## src/rtl/conv_pkg.sv

```systemverilog
// Shared definitions for the convolution tap sequencer.
//   - state_t      : sequencer FSM states
//   - DEF_*        : default geometry / widths
//   - acc_w_min()  : smallest accumulator width that cannot overflow over a
//                    full KxK window of signed x unsigned products
package conv_pkg;

    typedef enum logic [1:0] {
        IDLE  = 2'd0,
        FETCH = 2'd1,
        OUT   = 2'd2
    } state_t;

    localparam int DEF_DATA_W = 8;
    localparam int DEF_K      = 3;
    localparam int DEF_IMG_W  = 8;
    localparam int DEF_ADDR_W = 8;

    // One product is 2*dw+1 bits; summing k*k of them grows by clog2(k*k).
    function automatic int acc_w_min(input int dw, input int k);
        return 2 * dw + 1 + $clog2(k * k);
    endfunction

endpackage

```

## src/rtl/conv_tap_sequencer_mac.sv

```systemverilog
// tap_mac: signed weight x unsigned pixel multiply feeding an accumulator.
// Ports:
//   clk, rst  : clock, async active-high reset (accumulator -> 0)
//   i_clr     : synchronous clear, wins over i_en
//   i_en      : add the current product into the accumulator
//   i_wt      : signed weight, DATA_W bits
//   i_pix     : unsigned pixel, DATA_W bits
//   o_acc     : signed accumulator, ACC_W bits
module tap_mac #(
    parameter int DATA_W = 8,
    parameter int ACC_W  = 21
) (
    input  logic                     clk,
    input  logic                     rst,
    input  logic                     i_clr,
    input  logic                     i_en,
    input  logic signed [DATA_W-1:0] i_wt,
    input  logic        [DATA_W-1:0] i_pix,
    output logic signed [ACC_W-1:0]  o_acc
);

    localparam int PROD_W = 2 * DATA_W + 1;

    logic signed [PROD_W-1:0] w_wt_x;
    logic signed [PROD_W-1:0] w_pix_x;
    logic signed [PROD_W-1:0] w_prod;
    logic signed [ACC_W-1:0]  w_prod_x;

    // Both operands widened to the exact product width so the multiply is a
    // plain signed multiply; the pixel gets a zero sign bit.
    assign w_wt_x   = {{(DATA_W + 1){i_wt[DATA_W-1]}}, i_wt};
    assign w_pix_x  = {{(DATA_W + 1){1'b0}}, i_pix};
    assign w_prod   = w_wt_x * w_pix_x;
    assign w_prod_x = {{(ACC_W - PROD_W){w_prod[PROD_W-1]}}, w_prod};

    always_ff @(posedge clk or posedge rst) begin
        if (rst) begin
            o_acc <= '0;
        end else if (i_clr) begin
            o_acc <= '0;
        end else if (i_en) begin
            o_acc <= o_acc + w_prod_x;
        end
    end

endmodule

```

## src/rtl/conv_tap_sequencer.sv

```systemverilog
// conv_tap_sequencer: walks one KxK window through a multiply-accumulate,
// fetching pixels over req/ack and returning the sum over valid/ready.
// Ports:
//   clk, rst                   : clock, async active-high reset
//   wt_we, wt_addr, wt_data    : weight register file write (IDLE only)
//   start, base_addr           : window start pulse, top-left pixel address
//   busy                       : window in flight (start .. output handshake)
//   pix_req, pix_addr          : pixel fetch request, held until pix_ack
//   pix_ack, pix_data          : fetch complete, pixel valid this cycle
//   out_pix, out_valid, out_ready : result handshake
//   done                       : one-cycle pulse on the result handshake
// Build option: define CONV_TAP_RELU_EN to clamp negative results to 0.
module conv_tap_sequencer
    import conv_pkg::*;
#(
    parameter int DATA_W = DEF_DATA_W,
    parameter int K      = DEF_K,
    parameter int IMG_W  = DEF_IMG_W,
    parameter int ADDR_W = DEF_ADDR_W,
    parameter int ACC_W  = acc_w_min(DEF_DATA_W, DEF_K)
) (
    input  logic                       clk,
    input  logic                       rst,
    input  logic                       wt_we,
    input  logic [$clog2(K*K)-1:0]     wt_addr,
    input  logic signed [DATA_W-1:0]   wt_data,
    input  logic                       start,
    input  logic [ADDR_W-1:0]          base_addr,
    output logic                       busy,
    output logic                       pix_req,
    output logic [ADDR_W-1:0]          pix_addr,
    input  logic                       pix_ack,
    input  logic [DATA_W-1:0]          pix_data,
    output logic signed [ACC_W-1:0]    out_pix,
    output logic                       out_valid,
    input  logic                       out_ready,
    output logic                       done
);

    localparam int NTAPS = K * K;
    localparam int TAP_W = $clog2(NTAPS);
    localparam int RC_W  = $clog2(K + 1);
    localparam logic [TAP_W-1:0] LAST_TAP = TAP_W'(NTAPS - 1);
    localparam logic [RC_W-1:0]  LAST_COL = RC_W'(K - 1);

    state_t r_state, w_next;

    logic [ADDR_W-1:0]        r_base;
    logic [RC_W-1:0]          r_row, r_col;
    logic [TAP_W-1:0]         r_tap;   // tracks row*K+col, the weight index
    logic                     r_gap;   // bubble cycle after each ack
    logic                     r_all;   // last tap has been accumulated
    logic signed [DATA_W-1:0] r_wt [NTAPS];

    logic                     w_start_ok;
    logic                     w_tap_en;
    logic signed [ACC_W-1:0]  w_acc;
    logic [ADDR_W-1:0]        w_row_off;

    assign w_start_ok = (r_state == IDLE) && start;
    assign w_tap_en   = (r_state == FETCH) && !r_gap && pix_ack;

    // ---------------- FSM ----------------
    always_ff @(posedge clk or posedge rst) begin
        if (rst) r_state <= IDLE;
        else     r_state <= w_next;
    end

    always_comb begin
        w_next = r_state;
        case (r_state)
            IDLE:    if (start) w_next = FETCH;
            // Leave FETCH from the bubble after the final ack, which also
            // lets the last product land in the accumulator first.
            FETCH:   if (r_gap && r_all) w_next = OUT;
            OUT:     if (out_ready) w_next = IDLE;
            default: w_next = IDLE;
        endcase
    end

    // ---------------- tap walk ----------------
    always_ff @(posedge clk or posedge rst) begin
        if (rst) begin
            r_base <= '0;
            r_row  <= '0;
            r_col  <= '0;
            r_tap  <= '0;
            r_gap  <= 1'b0;
            r_all  <= 1'b0;
        end else if (w_start_ok) begin
            r_base <= base_addr;
            r_row  <= '0;
            r_col  <= '0;
            r_tap  <= '0;
            r_gap  <= 1'b0;
            r_all  <= 1'b0;
        end else if (w_tap_en) begin
            r_gap <= 1'b1;
            if (r_tap == LAST_TAP) begin
                r_all <= 1'b1;
            end else begin
                r_tap <= r_tap + 1'b1;
                if (r_col == LAST_COL) begin
                    r_col <= '0;
                    r_row <= r_row + 1'b1;
                end else begin
                    r_col <= r_col + 1'b1;
                end
            end
        end else if (r_state == FETCH && r_gap) begin
            r_gap <= 1'b0;
        end
    end

    // ---------------- weights ----------------
    // Writes only land in IDLE so a window always sees one frozen kernel.
    always_ff @(posedge clk or posedge rst) begin
        if (rst) begin
            for (int i = 0; i < NTAPS; i++) r_wt[i] <= '0;
        end else if (wt_we && r_state == IDLE && wt_addr <= LAST_TAP) begin
            r_wt[wt_addr] <= wt_data;
        end
    end

    // ---------------- datapath ----------------
    tap_mac #(
        .DATA_W (DATA_W),
        .ACC_W  (ACC_W)
    ) u_mac (
        .clk   (clk),
        .rst   (rst),
        .i_clr (w_start_ok),
        .i_en  (w_tap_en),
        .i_wt  (r_wt[r_tap]),
        .i_pix (pix_data),
        .o_acc (w_acc)
    );

    // All terms ADDR_W wide so the sum wraps modulo the buffer size.
    assign w_row_off = ADDR_W'(r_row) * ADDR_W'(IMG_W);
    assign pix_addr  = r_base + w_row_off + ADDR_W'(r_col);

    assign pix_req   = (r_state == FETCH) && !r_gap;
    assign busy      = (r_state != IDLE);
    assign out_valid = (r_state == OUT);
    assign done      = out_valid && out_ready;

`ifdef CONV_TAP_RELU_EN
    assign out_pix = w_acc[ACC_W-1] ? '0 : w_acc;
`else
    assign out_pix = w_acc;
`endif

endmodule

```

## config.mk

```make
export PLATFORM = sky130hd
export DESIGN_NAME = conv_tap_sequencer
export DESIGN_NICKNAME = d
export VERILOG_FILES = /design/src/rtl/conv_pkg.sv /design/src/rtl/conv_tap_sequencer_mac.sv /design/src/rtl/conv_tap_sequencer.sv
export SDC_FILE = /design/constraint.sdc
export NUM_CORES = 1
export LEC_CHECK = 0
export ABC_AREA = 1
export BUFFER_PORTS_ARGS = -buffer_cell sky130_fd_sc_hd__buf_2
export CAP_MARGIN = 30
export CORE_MARGIN = 3
export CORE_UTILIZATION = 25
export CTS_CLUSTER_DIAMETER = 150
export DETAILED_ROUTE_END_ITERATION = 10
export PLACE_DENSITY = 0.44
export SYNTH_ARGS = -nofsm -noshare
export SYNTH_HDL_FRONTEND = slang
export SYNTH_SLANG_ARGS = --single-unit
```

## constraint.sdc

```tcl
create_clock -name clk -period 10.9 [get_ports clk]
set_clock_uncertainty 0.1 [all_clocks]
set_input_delay 3.27 -clock clk [delete_from_list [all_inputs] [get_ports clk]]
set_output_delay 3.27 -clock clk [all_outputs]
set_load 0.03 [all_outputs]
```

==> results of run 1 <==
[worst max-delay path, stage by stage]
cell	delay, ns
buf_2	0.12
inv_1	0.16
nand2_1	0.11
fa_1	0.53
fa_1	0.56
inv_1	0.06
fa_1	0.50
fa_1	0.58
fa_1	0.44
ha_1	0.35
a21oi_1	0.18
nand2_1	0.12
nand2_1	0.07
nand3_1	0.15
a21oi_1	0.22
nand3_1	0.09
nand3_1	0.09
nand2_1	0.05
[placed cells by master (no fill, tap or decap), types with 26 or more instances in the layout]
cell     instances
inv_1          135
nand3_1         38
fa_1            53
ha_1            70
o21ai_0        115
nand2_1        216
buf_2           66
dfrtp_1        113
a21oi_1         26
nor2_1          94
[state kept, by name (all words and copies together), names as in the netlist]
| name | cells |
|---|---|
| u_mac.o_acc | 21 |
| r_col | 2 |
| r_wt | 72 |
| r_all | 1 |
| r_tap | 4 |
| r_state | 2 |
| r_base | 8 |
| r_gap | 1 |
| r_row | 2 |
[through the flow]
| stage | std cells | area, sq um |
|---|---|---|
| after floorplan | 976 | 8160 |
| after global placement | 1455 | 8900 |
| after detailed placement | 1455 | 8900 |
| after CTS | 1486 | 9500 |
| after global routing | 1487 | 9530 |
| final | 1487 | 9530 |
[kinds of logic after synthesis]
| group | after synthesis | share of synthesized area |
|---|---|---|
| simple gates | 372 | 0.190 |
| compound gates | 188 | 0.128 |
| buf+inv | 169 | 0.0862 |
| fa+ha+maj | 123 | 0.237 |
| flops | 113 | 0.347 |
| xor+xnor | 11 | 0.0118 |
[how the worst max path moves through the flow]
stage | start | endpoint | slack, ns | cells past startpoint
after global placement | pix_data[0] | u_mac.o_acc[20]$_DFFE_PP0P_ | 3.03 | 19
final | pix_data[0] | u_mac.o_acc[20]$_DFFE_PP0P_ | 3.44 | 18
after floorplan | pix_data[0] | u_mac.o_acc[20]$_DFFE_PP0P_ | 3.51 | 17
after CTS | pix_data[0] | u_mac.o_acc[20]$_DFFE_PP0P_ | 3.44 | 18
after detailed placement | pix_data[0] | u_mac.o_acc[20]$_DFFE_PP0P_ | 3.02 | 18
after global routing | pix_data[0] | u_mac.o_acc[20]$_DFFE_PP0P_ | 3.13 | 18
[final cells by class]
type	instances	share of cell area
repair buffers	70	0.0399
inverters	144	0.0572
well taps	435	0.0571
clock buffers	22	0.0498
clock inverters	9	0.0138
flip-flops and latches	113	0.297
multi-input cells	694	0.485
[metal layers]
metal,up-vias,global-route usage,routed length (um)
met3,21,0.0317,863
met4,2,0.0355,302
met5,-,0,13
met2,112,0.222,10600
li1,3273,-,-
met1,3168,0.189,11400
[cell usage after synthesis, drive strengths merged (2+ instances only)]
| library cell | instances |
|---|---|
| a21oi | 26 |
| a22o | 2 |
| buf | 17 |
| clkbuf | 8 |
| dfrtp | 113 |
| fa | 53 |
| ha | 70 |
| inv | 144 |
| nand2 | 225 |
| nand3 | 39 |
| nor2 | 96 |
| nor3 | 7 |
| nor4 | 2 |
| o211ai | 2 |
| o21a | 3 |
| o21ai | 128 |
| o21bai | 2 |
| o221ai | 12 |
| o22ai | 9 |
| xnor2 | 5 |
| xor2 | 6 |
==> impl_metrics.ini, run 1 <==
[worst_hold_path]
hold_class = reg -> reg
holdPathStages = 2
min_from = r_wt[62]$_DFFE_PP0P_
holdPathEnd = r_wt[62]$_DFFE_PP0P_

[sta]
hold_violations = 0
tns_ns = 0
timing.final.crit_period_ns = 7.46
finalWorstSetupSlack_ns = 3.44
setup_viol = 0
rsz0062_at_grt = false
maxSlewHeadroom = 0.369
tightestPinTransition_ns = 0.944
fin_crit_sh = 0.684
clock.fmax_mhz = 134
fin_hold_ws_ns = 0.378
drv_slew = 0

[layout]
seq_area_sq_um = 2830
n_antenna_cell = 0
final_core_util = 0.299
drive_gt1_frac = 0.119
syn2layout_area_growth_pct = 16.8
finalNetCount = 1197
fill_cells = 3532
multi_input_area_sq_um = 4630

[place]
preCtsSetupSlack_ns = 3.02
place_hpwl_um = 17000
numPortBuffers = 66
finalWeightedCongestion = 0.795

[routing]
drc = 0
via_count = 6576
wirelength_um = 23200
wire_per_inst_um = 15.6
viasPerCell = 4.42
ant_nets = 0
drtIter0Drc = 354
firstDrtPassIters = 4

[die]
die-area_sq_um = 34800
ios = 67
start_util = 0.256
die_y_um = 187
fp.coreArea_sq_um = 31900
fp.dieW_um = 187
rows = 65

[worst_setup_path]
critPathKind = in -> reg
start_kind = primary input
r2r_start = r_tap[2]$_DFFE_PP0P_
r2r_slack_ns = 4.41
end_kind = flip-flop
critPathMaxFanout = 6
reg2reg_to = u_mac.o_acc[20]$_DFFE_PP0P_
arrival_ns = 7.67
r2r_cells = 20
required_ns = 11.11

[synth]
ys_top_cells_by_area = dfrtp_1, fa_1, ha_1, nand2_1, o21ai_0
synth_area_per_cell_sq_um = 8.36
synth_top_area_frac = 0.347
syn_inst = 976
synth_area_sq_um = 8160
synth_top_cell_by_area = dfrtp_1
yosysWarnings = 0
ys_types = 39
async_reset_ff_frac = 1.00
yosysSeqAreaShare = 0.347
synth-main-ff-cell = dfrtp_1
synth_fp_nets = 1133
synth_edf_count = 0
ys_seq_elements = 113

[clock_network]
clock_path_buffers = 2
cts_setup_buffers = 0
cts_resized = 0
cts_sinks = 113
cts_max_level = 4
insertion_delay_ns = 0.42
clk_root_buffer_cell = clkbuf_16
clkSlewWorstSetupHoldPaths_ns = 0.06
cts_buffers = 17
cts_tree = built
postCtsHoldBufs = 0

[job]
maxCapViolCount = 0

[grt]
antenna_found_initial = 1
grt_max_degree = 65
globalRouteOverflowTotal = 0
grt_use_total = 0.138
grt_first_pass_wirelength_um = 38200
grt_pass1_vias = 6835

[status]
status = finished clean
Power of run 1 is not shown: default switching activity piles up to over one toggle a cycle in this logic, so the estimate is an artifact.
==> inputs of run 2 (changes only) <==
==> constraint.sdc (replaced) <==
create_clock -name clk -period 7.36 [get_ports clk]
set_clock_uncertainty 0.1 [all_clocks]
set_input_delay 2.208 -clock clk [delete_from_list [all_inputs] [get_ports clk]]
set_output_delay 2.208 -clock clk [all_outputs]
set_load 0.03 [all_outputs]
==> impl_metrics.ini, run 2 (same netlist as run 1, synthesis figures left out) <==
[worst_setup_path]
arrival_ns = 6.61
r2r_slack_ns = 1.28
crit_top_cell = fa_1
required_ns = 7.57
crit_chain = buf_2 > inv_1 > nand2_1 > fa_1 > fa_1 > inv_1 > fa_1 > fa_1 > fa_1 > ha_1 > a21oi_1 > nand2_1 > nand2_1 > nand3_1 > a21oi_1 > nand3_1 > nand3_1 > nand2_1
cpPeakStageDelay_ns = 0.58
critPathKind = in -> reg
r2r_start = r_tap[0]$_DFFE_PP0P_
path_buf_inv = 3
reg2reg_to = u_mac.o_acc[20]$_DFFE_PP0P_
crit_family = adder cells
start_kind = primary input
r2r_cells = 24
cp.depth = 18
critPathMaxFanout = 6
worst_path_max_delay_cell = fa_1
end_kind = flip-flop

[routing]
ant_nets = 0
firstDrtPassIters = 5
drc = 0
via_count = 6536
viasPerCell = 4.38
wirelength_um = 23500
drtIter0Drc = 442
wire_per_inst_um = 15.8

[die]
die_y_um = 187
fp.dieW_um = 187
fp.coreArea_sq_um = 31900
rows = 65
start_util = 0.256
die-area_sq_um = 34800
ios = 67

[place]
numPortBuffers = 66
finalWeightedCongestion = 0.807
place_hpwl_um = 17300

[clock_network]
cts_buffers = 17
cts_setup_buffers = 0
insertion_delay_ns = 0.42
cts_max_level = 4
clkSlewWorstSetupHoldPaths_ns = 0.06
cts_sinks = 113
clock_path_buffers = 2
cts_tree = built
cts_resized = 0
postCtsHoldBufs = 0
clk_root_buffer_cell = clkbuf_16

[sta]
tightestPinTransition_ns = 0.991
timing.final.crit_period_ns = 6.40
fin_crit_sh = 0.869
maxSlewHeadroom = 0.337
drv_slew = 0
clock.fmax_mhz = 156
setup_viol = 0
tns_ns = 0
rsz0062_at_grt = false
hold_violations = 0

[grt]
globalRouteOverflowTotal = 0
grt_pass1_vias = 6784
grt_use_total = 0.140
grt_first_pass_wirelength_um = 38700
grt_max_degree = 56
antenna_found_initial = 1

[layout]
final_common_cell = nand2_1
drive_gt1_frac = 0.122
regMostFlops = r_wt
syn2layout_area_growth_pct = 16.9
fill_cells = 3528
reg.largest.list = r_wt: 72 flops, u_mac.o_acc: 21 flops, r_base: 8 flops
layout_common_cells = nand2_1, inv_1, o21ai_0
final_core_util = 0.299
largest_register_ffs = 72
n_antenna_cell = 0
finalNetCount = 1201

[worst_hold_path]
holdPathEnd = r_wt[5]$_DFFE_PP0P_
hold_class = reg -> reg
holdPathStages = 2
min_from = r_wt[5]$_DFFE_PP0P_

[job]
maxCapViolCount = 0

[status]
status = finished clean
==> run 2: changes by cell type in the layout (fill, tap and decap cells not counted) <==
cell and delta:
bufinv_16 -1, clkinvlp_4 -1, clkinv_2 +1, clkinv_4 +1, buf_4 +4
==> run 2: how the worst max path moves through the flow <==
stage,to,start
5_1_grt,u_mac.o_acc[20]$_DFFE_PP0P_,pix_data[0]
2_1_floorplan,u_mac.o_acc[20]$_DFFE_PP0P_,pix_data[0]
3_5_place_dp,u_mac.o_acc[20]$_DFFE_PP0P_,pix_data[0]
6_report,u_mac.o_acc[20]$_DFFE_PP0P_,pix_data[0]
3_3_place_gp,u_mac.o_acc[20]$_DFFE_PP0P_,pix_data[0]
4_1_cts,u_mac.o_acc[20]$_DFFE_PP0P_,pix_data[0]
==> run 2: tightest hold or removal path, cell delays in order, from the launching register on <==
cell	delay, ns
dfrtp_1	0.34
nand2_1	0.05
o21ai_0	0.06
==> run 2: metal layers <==
layer | part of all wire | routed length (um) | vias up | global-route usage
met2 | 0.45 | 10700 | 95 | 0.221
met5 | 0.00055 | 13 | - | 0
met4 | 0.0084 | 197 | 2 | 0.0294
met3 | 0.032 | 741 | 13 | 0.0280
met1 | 0.51 | 11900 | 3145 | 0.200
li1 | - | - | 3281 | -
==> run 2: area by class of cell <==
class	instances	area, sq um	area share
clock buffers	22	474	0.0497
clock inverters	9	108	0.0113
inverters	144	546	0.0572
multi-input cells	694	4630	0.485
flip-flops and latches	113	2830	0.297
well taps	435	544	0.0571
repair buffers	74	410	0.0430
==> run 2: per-stage QoR <==
stage	cells	hold WS, ns	instance area, sq um	worst slack, ns
after CTS	1491	0.382	9540	0.965
after global routing	1491	0.403	9540	0.615
final	1491	0.381	9540	0.961
after floorplan	976	0.348	8160	1.03
after detailed placement	1460	0.368	8950	0.533
after global placement	1459	0.360	8930	0.590
Power of run 2 is left out for the same reason.
